<file path="src/rtl/regfile_pkg.sv">
// rtl/regfile_pkg.sv - shared sizes and types for the register file
package regfile_pkg;

  localparam int DATA_WIDTH = 32;
  localparam int ADDR_WIDTH = 5;
  localparam int NUM_REGS   = 2 ** ADDR_WIDTH;

  typedef logic [ADDR_WIDTH-1:0] reg_addr_t;
  typedef logic [DATA_WIDTH-1:0] reg_data_t;

  localparam reg_addr_t ZERO_REG = 5'd0;

endpackage

</file>
<file path="src/rtl/register_file_if.sv">
// rtl/register_file_if.sv - decode/writeback side bus of the register file
interface register_file_if;
  import regfile_pkg::*;

  reg_addr_t rsAddress;
  reg_addr_t rtAddress;
  reg_addr_t writeAddress;
  logic      registerRead;
  logic      registerWrite;
  reg_data_t writeData;
  reg_data_t readValue0;
  reg_data_t readValue1;

  modport master (
    output rsAddress, rtAddress, writeAddress, registerRead, registerWrite, writeData,
    input  readValue0, readValue1
  );

  modport slave (
    input  rsAddress, rtAddress, writeAddress, registerRead, registerWrite, writeData,
    output readValue0, readValue1
  );

endinterface

</file>
<file path="src/rtl/regfile_read_port.sv">
// rtl/regfile_read_port.sv - gated combinational read port
// REGFILE_WRITE_BYPASS_EN adds same-cycle forwarding of the pending write.
module regfile_read_port
  import regfile_pkg::*;
(
  output reg_data_t rdata,
`ifdef REGFILE_WRITE_BYPASS_EN
  input  logic      wr_en,
  input  reg_addr_t wr_addr,
  input  reg_data_t wr_data,
`endif
  input  reg_addr_t addr,
  input  logic      en,
  input  reg_data_t regs [NUM_REGS]
);

  always_comb begin
    rdata = '0;
    if (en) begin
      rdata = regs[addr];
`ifdef REGFILE_WRITE_BYPASS_EN
      // Writes to register 0 are dropped, so they must not forward either.
      if (wr_en && (wr_addr != ZERO_REG) && (wr_addr == addr)) begin
        rdata = wr_data;
      end
`endif
    end
  end

endmodule

</file>
<file path="src/rtl/register_file.sv">
// rtl/register_file.sv - 32x32 register file, two read ports, one write port
// Optional write-through forwarding under REGFILE_WRITE_BYPASS_EN.
module register_file
  import regfile_pkg::*;
(
  input logic            clk,
  input logic            rst,
  register_file_if.slave bus
);

  reg_data_t regs_q [NUM_REGS];
  reg_data_t regs_d [NUM_REGS];

  always_comb begin
    regs_d = regs_q;
    // Register 0 is never written, so it keeps its reset value of zero.
    if (bus.registerWrite && (bus.writeAddress != ZERO_REG)) begin
      regs_d[bus.writeAddress] = bus.writeData;
    end
  end

  always_ff @(posedge clk or negedge rst) begin
    if (!rst) begin
      for (int i = 0; i < NUM_REGS; i++) begin
        regs_q[i] <= '0;
      end
    end else begin
      for (int i = 0; i < NUM_REGS; i++) begin
        regs_q[i] <= regs_d[i];
      end
    end
  end

  regfile_read_port u_rs_port (
    .rdata   (bus.readValue0),
`ifdef REGFILE_WRITE_BYPASS_EN
    .wr_en   (bus.registerWrite),
    .wr_addr (bus.writeAddress),
    .wr_data (bus.writeData),
`endif
    .addr    (bus.rsAddress),
    .en      (bus.registerRead),
    .regs    (regs_q)
  );

  regfile_read_port u_rt_port (
    .rdata   (bus.readValue1),
`ifdef REGFILE_WRITE_BYPASS_EN
    .wr_en   (bus.registerWrite),
    .wr_addr (bus.writeAddress),
    .wr_data (bus.writeData),
`endif
    .addr    (bus.rtAddress),
    .en      (bus.registerRead),
    .regs    (regs_q)
  );

endmodule

</file>
<file path="src/flat_wrapper.sv">
// flat-port wrapper written by rule: the top's interface ports become plain ports
module register_file_flat import regfile_pkg::*;
  (clk, rst, bus_rsAddress, bus_rtAddress, bus_writeAddress, bus_registerRead, bus_registerWrite, bus_writeData, bus_readValue0, bus_readValue1);
  register_file_if bus_i ();
  input logic clk;
  input logic rst;
  input wire logic [$bits(bus_i.rsAddress)-1:0] bus_rsAddress;
  input wire logic [$bits(bus_i.rtAddress)-1:0] bus_rtAddress;
  input wire logic [$bits(bus_i.writeAddress)-1:0] bus_writeAddress;
  input wire logic [$bits(bus_i.registerRead)-1:0] bus_registerRead;
  input wire logic [$bits(bus_i.registerWrite)-1:0] bus_registerWrite;
  input wire logic [$bits(bus_i.writeData)-1:0] bus_writeData;
  output wire logic [$bits(bus_i.readValue0)-1:0] bus_readValue0;
  output wire logic [$bits(bus_i.readValue1)-1:0] bus_readValue1;
  assign bus_i.rsAddress = bus_rsAddress;
  assign bus_i.rtAddress = bus_rtAddress;
  assign bus_i.writeAddress = bus_writeAddress;
  assign bus_i.registerRead = bus_registerRead;
  assign bus_i.registerWrite = bus_registerWrite;
  assign bus_i.writeData = bus_writeData;
  assign bus_readValue0 = bus_i.readValue0;
  assign bus_readValue1 = bus_i.readValue1;
  register_file u_core (.clk(clk), .rst(rst), .bus(bus_i));
endmodule
</file>
<file path="config.mk">
export PLATFORM = sky130hd
export DESIGN_NAME = register_file_flat
export DESIGN_NICKNAME = d
export VERILOG_FILES = /design/src/rtl/regfile_pkg.sv /design/src/rtl/register_file_if.sv /design/src/rtl/regfile_read_port.sv /design/src/rtl/register_file.sv /design/src/flat_wrapper.sv
export SDC_FILE = /design/constraint.sdc
export NUM_CORES = 2
export LEC_CHECK = 0
export ABC_AREA = 0
export BUFFER_PORTS_ARGS = -buffer_cell sky130_fd_sc_hd__buf_4
export CORE_MARGIN = 5
export CORE_UTILIZATION = 35
export CTS_BUF_LIST = sky130_fd_sc_hd__clkbuf_16
export DETAILED_ROUTE_END_ITERATION = 6
export PLACE_DENSITY = 0.51
export SLEW_MARGIN = 5
export SYNTH_ARGS = -nofsm -noshare
export SYNTH_HDL_FRONTEND = slang
export SYNTH_HIERARCHICAL = 1
export SYNTH_SLANG_ARGS = --single-unit
</file>
<file path="constraint.sdc">
create_clock -name clk -period 2.25 [get_ports clk]
set_input_delay 0.225 -clock clk [delete_from_list [all_inputs] [get_ports clk]]
set_output_delay 0.225 -clock clk [all_outputs]
set_load 0.005 [all_outputs]
</file>
Yosys cells after proc, flatten, opt, wreduce, memory -nomap -nowiden

Index checks and enable logic that the tools add are counted.

Output and inout bits: 64
Logic and storage cells: 53
Register bits: 1024
Bits of input ports: 51

Multiplexer cells: 11
Bitwise logic cells: 3
Magnitude comparators: 4
Reduce and logical (&&, ||, !) cells: 3

Operators by type and width:

| operator             | number |
|---|---|
| $bwmux W1024         | 1 |
| $bmux W32 S5         | 2 |
| $mux W32             | 7 |
| $demux W32 S5        | 1 |
| $ge A6 B6 Y1 const B | 3 |
| $not A5 Y6           | 3 |
| $lt A6 B1 Y1 const B | 1 |
| $reduce_bool A5 Y1   | 1 |
| $logic_and A1 B1 Y1  | 2 |

Longest topological paths before layout

Depth in word-level cells: 6
Mapped depth: 8
Gate-level depth less buffers: 4

By module

Netlist, hierarchy kept.

By module, submodules not included:

| module            | seq. area each (um^2) | area each (um^2) | cells each | times used |
|---|---|---|---|---|
| register_file     | 25624.6               | 38072.8          | 2287       | 1 |
| regfile_read_port | 0.0                   | 8159.1           | 628        | 2 |

Worst setup path before layout

Ideal clock, no wire load.

Path kind: input to output
Start: input port bus_rsAddress[1]
End: output port bus_readValue0[26]
Stages: 6
Buffers on the path: 2
Arrival time: 1.626 ns
Required time: 2.025 ns
Setup slack: 0.399 ns
Path through: buf_6 > buf_2 > mux4_2 > mux2_2 > o221ai_1 > a31oi_1

Longest elaborated chain between the ends: 5

RTL lines:

| element                                     | line                    | text |
|---|---|---|
| start, declared                             | flat_wrapper.sv:7       | `input wire logic [$bits(bus_i.rsAddress)-1:0] bus_rsAddress;` |
| $not A5 Y6 (implied by the code)            | regfile_read_port.sv:20 | `rdata = regs[addr];` |
| $bmux W32 S5                                | regfile_read_port.sv:20 |  |
| $mux W32 (implied by the code) (2 in a row) | regfile_read_port.sv:20 |  |
| $mux W32                                    | regfile_read_port.sv:19 | `if (en) begin` |
| end, declared                               | flat_wrapper.sv:13      | `output wire logic [$bits(bus_i.readValue0)-1:0] bus_readValue0;` |

No other way between the ends. The select of a mux whose other input is x is not followed.

Worst setup path after layout

Start: register u_core/regs_q[924] in the netlist's numbering
End: output port bus_readValue1[28]

Longest elaborated chain between the ends: 4

RTL lines:

| element                                     | line                    | text |
|---|---|---|
| start, declared                             | register_file.sv:11     | `reg_data_t regs_q [NUM_REGS];` |
| start signal, assigned by index             | register_file.sv:29     | `regs_q[i] <= regs_d[i];` |
| $bmux W32 S5                                | regfile_read_port.sv:20 |  |
| $mux W32 (implied by the code) (2 in a row) | regfile_read_port.sv:20 |  |
| $mux W32                                    | regfile_read_port.sv:19 |  |
| end, declared                               | flat_wrapper.sv:14      | `output wire logic [$bits(bus_i.readValue1)-1:0] bus_readValue1;` |

No other way between the ends. The select of a mux whose other input is x is not followed.

==> metrics <==
run status finished, violations left; failing checks negative setup slack; actual transition at the worst max-transition pin 973 ps; Global Route met2 Usage 0.379; IO buf count 114; total design power 56.0 mW; vias after detailed routing 35,300; std cell rows 144; HP Start bus_writeData[23]; post-synthesis instance total 3,543; Area Overhead vs Synth 23.4%; launch point of the worst reg-to-reg path u_core/regs_q[924]; Startpoint Class flop; instance area at placement 61,400 um2; post-route DRC violation count 0; total of flip-flops plus latches after synthesis 1,024; most area-hungry cell type in the Yosys netlist sky130_fd_sc_hd__dfrtp_1; area enclosed by the die boundary 163,000 um2; cell repeated most along the worst path sky130_fd_sc_hd__buf_4; Syn Std Cell Area 54,400 um2; clock transition at the register clock pins on the worst setup and hold paths after CTS 60 ps; maximum clock frequency 353 MHz; initial antenna violation count 9; PnR worst setup slack -583 ps; root buffer cell sky130_fd_sc_hd__clkbuf_16; area occupied by multi-input gates 28,500 um2; number of cells in the finished layout apart from fillers 5,992; average size of a mapped cell 15.4 um2; via/cell ratio 5.88; detailed placement HPWL 126,000 um; horizontal extent of the die 404 um; wire length of the first global-routing pass 278,000 um; number of levels the H-tree was split into 3; total clock sinks 1,024; Final Critical Period 2830 ps; top-level I/O count 115; most used routing layer in global routing met2; endpoint arrival time on the critical path 2610 ps; total number of nets in the final design 3,899; share of the clock period used by the worst path after layout 1.26; peak per-stage delay on the critical path 490 ps; Pins Over Slew Limit 0; global-route track usage on met3 0.0378; leading post-synthesis cells by cell area sky130_fd_sc_hd__dfrtp_1 47%, sky130_fd_sc_hd__mux2_2 23%, sky130_fd_sc_hd__mux4_2 19%; Critical Path RT 2030 ps; startpoint of the worst setup timing path u_core/regs_q[924]; maximum number of buffers from clock root to sink 3; area of all placed cells without fillers 67,100 um2; maximum vdd drop 0.000621 V; final routed wirelength across all metal layers 193,000 um; setup slack after placement -419 ps; number of flip-flops in the largest register 1,024; area fraction of the dominant cell type after synthesis 0.471; clock buffers created by TritonCTS 118; height of the chip 404 um; layout cells sized above 1 0.621; CTS tree done; cell total after placement 5,741; vias in the first global route 36,600; wire length per cell after detailed routing 32.2 um; number of search-and-repair iterations in the first detailed-routing pass 5; Top delay family on crit path multiplexers; final setup skew 0 ps; post-synth net total 3,594; layout filler cell count 14,000; largest net degree at the start of global routing 108; maximum fanout along the worst path 3; Seq. cell area 25,600 um2; overall overflow remaining after global route 0; Regs by FF count u_core/regs_q x1024; PwrDens 834 nW/um2; headroom to the max-slew limit 0.350; met1 global-route usage 0.329; sequential element share of the synthesized area 0.471; final number of hold-violating endpoints 0; remaining antenna violation count after routing 0; number of distinct standard cells referenced by the synthesized netlist 33; kind of end point of the critical path output pin; global-route usage over all layers 0.235; sum of negative setup slack -25,780 ps; static leakage power 28.8 nW; largest register by flop count u_core/regs_q; Setup violations, final 64; ordered cell list for the critical path mux4_2 -> mux2_4 -> o221ai_2 -> buf_4 -> a31oi_1 -> buf_4 -> buf_6; count of yosys warnings during synthesis 6; Final GP Congestion 0.805; drt initial violations 2,473; crit path kind reg2out; count of buffer and inverter cells on the critical path 3; Maximum Capacitance Violations 0; Slowest cell on crit path sky130_fd_sc_hd__mux4_2; later-pin clock latency in the skew report 750 ps; RSZ-0062 raised after global routing true; standard cell core area 154,000 um2; effective utilization at floorplan 0.353; class of the tightest hold or removal check in2reg
## worst register-to-register path, delay by kind of cell, from the launching register on
kind,cells,cell delay (ps)
muxes,1,260
buffers and inverters,2,260
DFF,1,400
## metal layers
| metal | vias up | wire [um] |
|---|---|---|
| li1 | 14500 | - |
| met1 | 19400 | 85000 |
| met2 | 1085 | 91700 |
| met3 | 277 | 10700 |
| met4 | 4 | 5300 |
| met5 | - | 21 |
## through the flow
step	hold WS, ps	util
final	53.0	0.435
after global routing	51.7	0.435
after CTS	2.81	0.433
after detailed placement	144	0.398
after global placement	150	0.398
after floorplan	-70.6	-
## cells in the final DEF (no fill, tap or decap), drive strengths merged, types with 2 or more instances in the layout
cell type	netlist	routed
a221oi	48	48
a22oi	64	64
a31oi	64	64
and2	2	2
and4bb	3	3
buf	218	578
bufinv	0	11
clkbuf	206	123
clkinv	0	56
clkinvlp	0	3
dfrtp	1024	1024
diode	0	3
dlygate4sd3	0	31
inv	2	26
mux2	1120	1120
mux2i	128	128
mux4	448	448
nand2	44	44
nand2b	4	4
nand3	4	4
nand4b	3	3
nor2	19	19
nor2b	6	6
o2111ai	16	16
o21ai	48	48
o221ai	64	64
or2	2	2
or3	3	3
## cells in the mapped netlist
cell	n
sky130_fd_sc_hd__mux2_2	1105
sky130_fd_sc_hd__dfrtp_1	1024
sky130_fd_sc_hd__mux4_2	448
sky130_fd_sc_hd__clkbuf_1	204
sky130_fd_sc_hd__buf_2	173
sky130_fd_sc_hd__mux2i_1	128
sky130_fd_sc_hd__a22oi_1	64
sky130_fd_sc_hd__a31oi_1	64
sky130_fd_sc_hd__o221ai_1	64
sky130_fd_sc_hd__a221oi_1	48
sky130_fd_sc_hd__o21ai_0	46
sky130_fd_sc_hd__nand2_1	44
sky130_fd_sc_hd__buf_4	22
sky130_fd_sc_hd__nor2_1	19
sky130_fd_sc_hd__o2111ai_1	16
sky130_fd_sc_hd__buf_6	15
sky130_fd_sc_hd__mux2_1	15
sky130_fd_sc_hd__nor2b_1	6
sky130_fd_sc_hd__buf_1	4
sky130_fd_sc_hd__buf_12	4
sky130_fd_sc_hd__nand2b_1	4
sky130_fd_sc_hd__nand3_1	4
sky130_fd_sc_hd__and4bb_2	3
sky130_fd_sc_hd__nand4b_1	3
sky130_fd_sc_hd__or3_1	3
sky130_fd_sc_hd__and2_1	2
sky130_fd_sc_hd__clkbuf_4	2
sky130_fd_sc_hd__inv_1	2
sky130_fd_sc_hd__o21ai_1	2
sky130_fd_sc_hd__or2_2	2
sky130_fd_sc_hd__nand4_1	1
sky130_fd_sc_hd__nor3_2	1
sky130_fd_sc_hd__nor4b_2	1
## area by class of cell
cell class / instances / share of cell area
multi-input combinational: 2093 / 0.424
sequential: 1024 / 0.382
timing repair buffer: 609 / 0.0990
clock buffer: 123 / 0.0459
tap: 2044 / 0.0381
clock inverter: 94 / 0.0105
inverter: 2 / 0.000186
antenna: 3 / 0.000112
## path summary, 6_finish.rpt
kind	depth (start not counted)	to	slack (ps)
hold reg to reg	0	u_core/regs_q[1003]	390
setup reg to reg	3	u_core/regs_q[924]	1220
setup / recovery	7	bus_readValue1[28]	-580
min in group asynchronous	3	u_core/regs_q[378]	220
max in group asynchronous	3	u_core/regs_q[92]	650
hold / removal	2	u_core/regs_q[983]	50
## power by group
group          internal [mW]  total (mW)  switching, mW
sequential              21.9        24.4           2.51
clock                   11.0        19.1           8.07
combinational           7.53        12.4           4.89
total                   40.5        56.0           15.5
## logic make-up (layout without fill, tap and decap cells)
family / after synthesis / in the layout / synth area share
AND/OR/NAND/NOR: 93 / 93 / 0.00842
multiplexers: 1696 / 1696 / 0.441
AO/OA/AOI/OAI: 304 / 304 / 0.0412
flip-flops: 1024 / 1024 / 0.471
other: 0 / 3 / 0
buffers and inverters: 426 / 828 / 0.0383
## timing repair
item,CTS,global route
hold endpoints to repair,1665,0
buffers inserted,3,3
gates resized for setup,227,49
pin swaps,31,28
hold buffers,31,0
setup endpoints to repair,64,64
(Power assumes the default switching activity.)
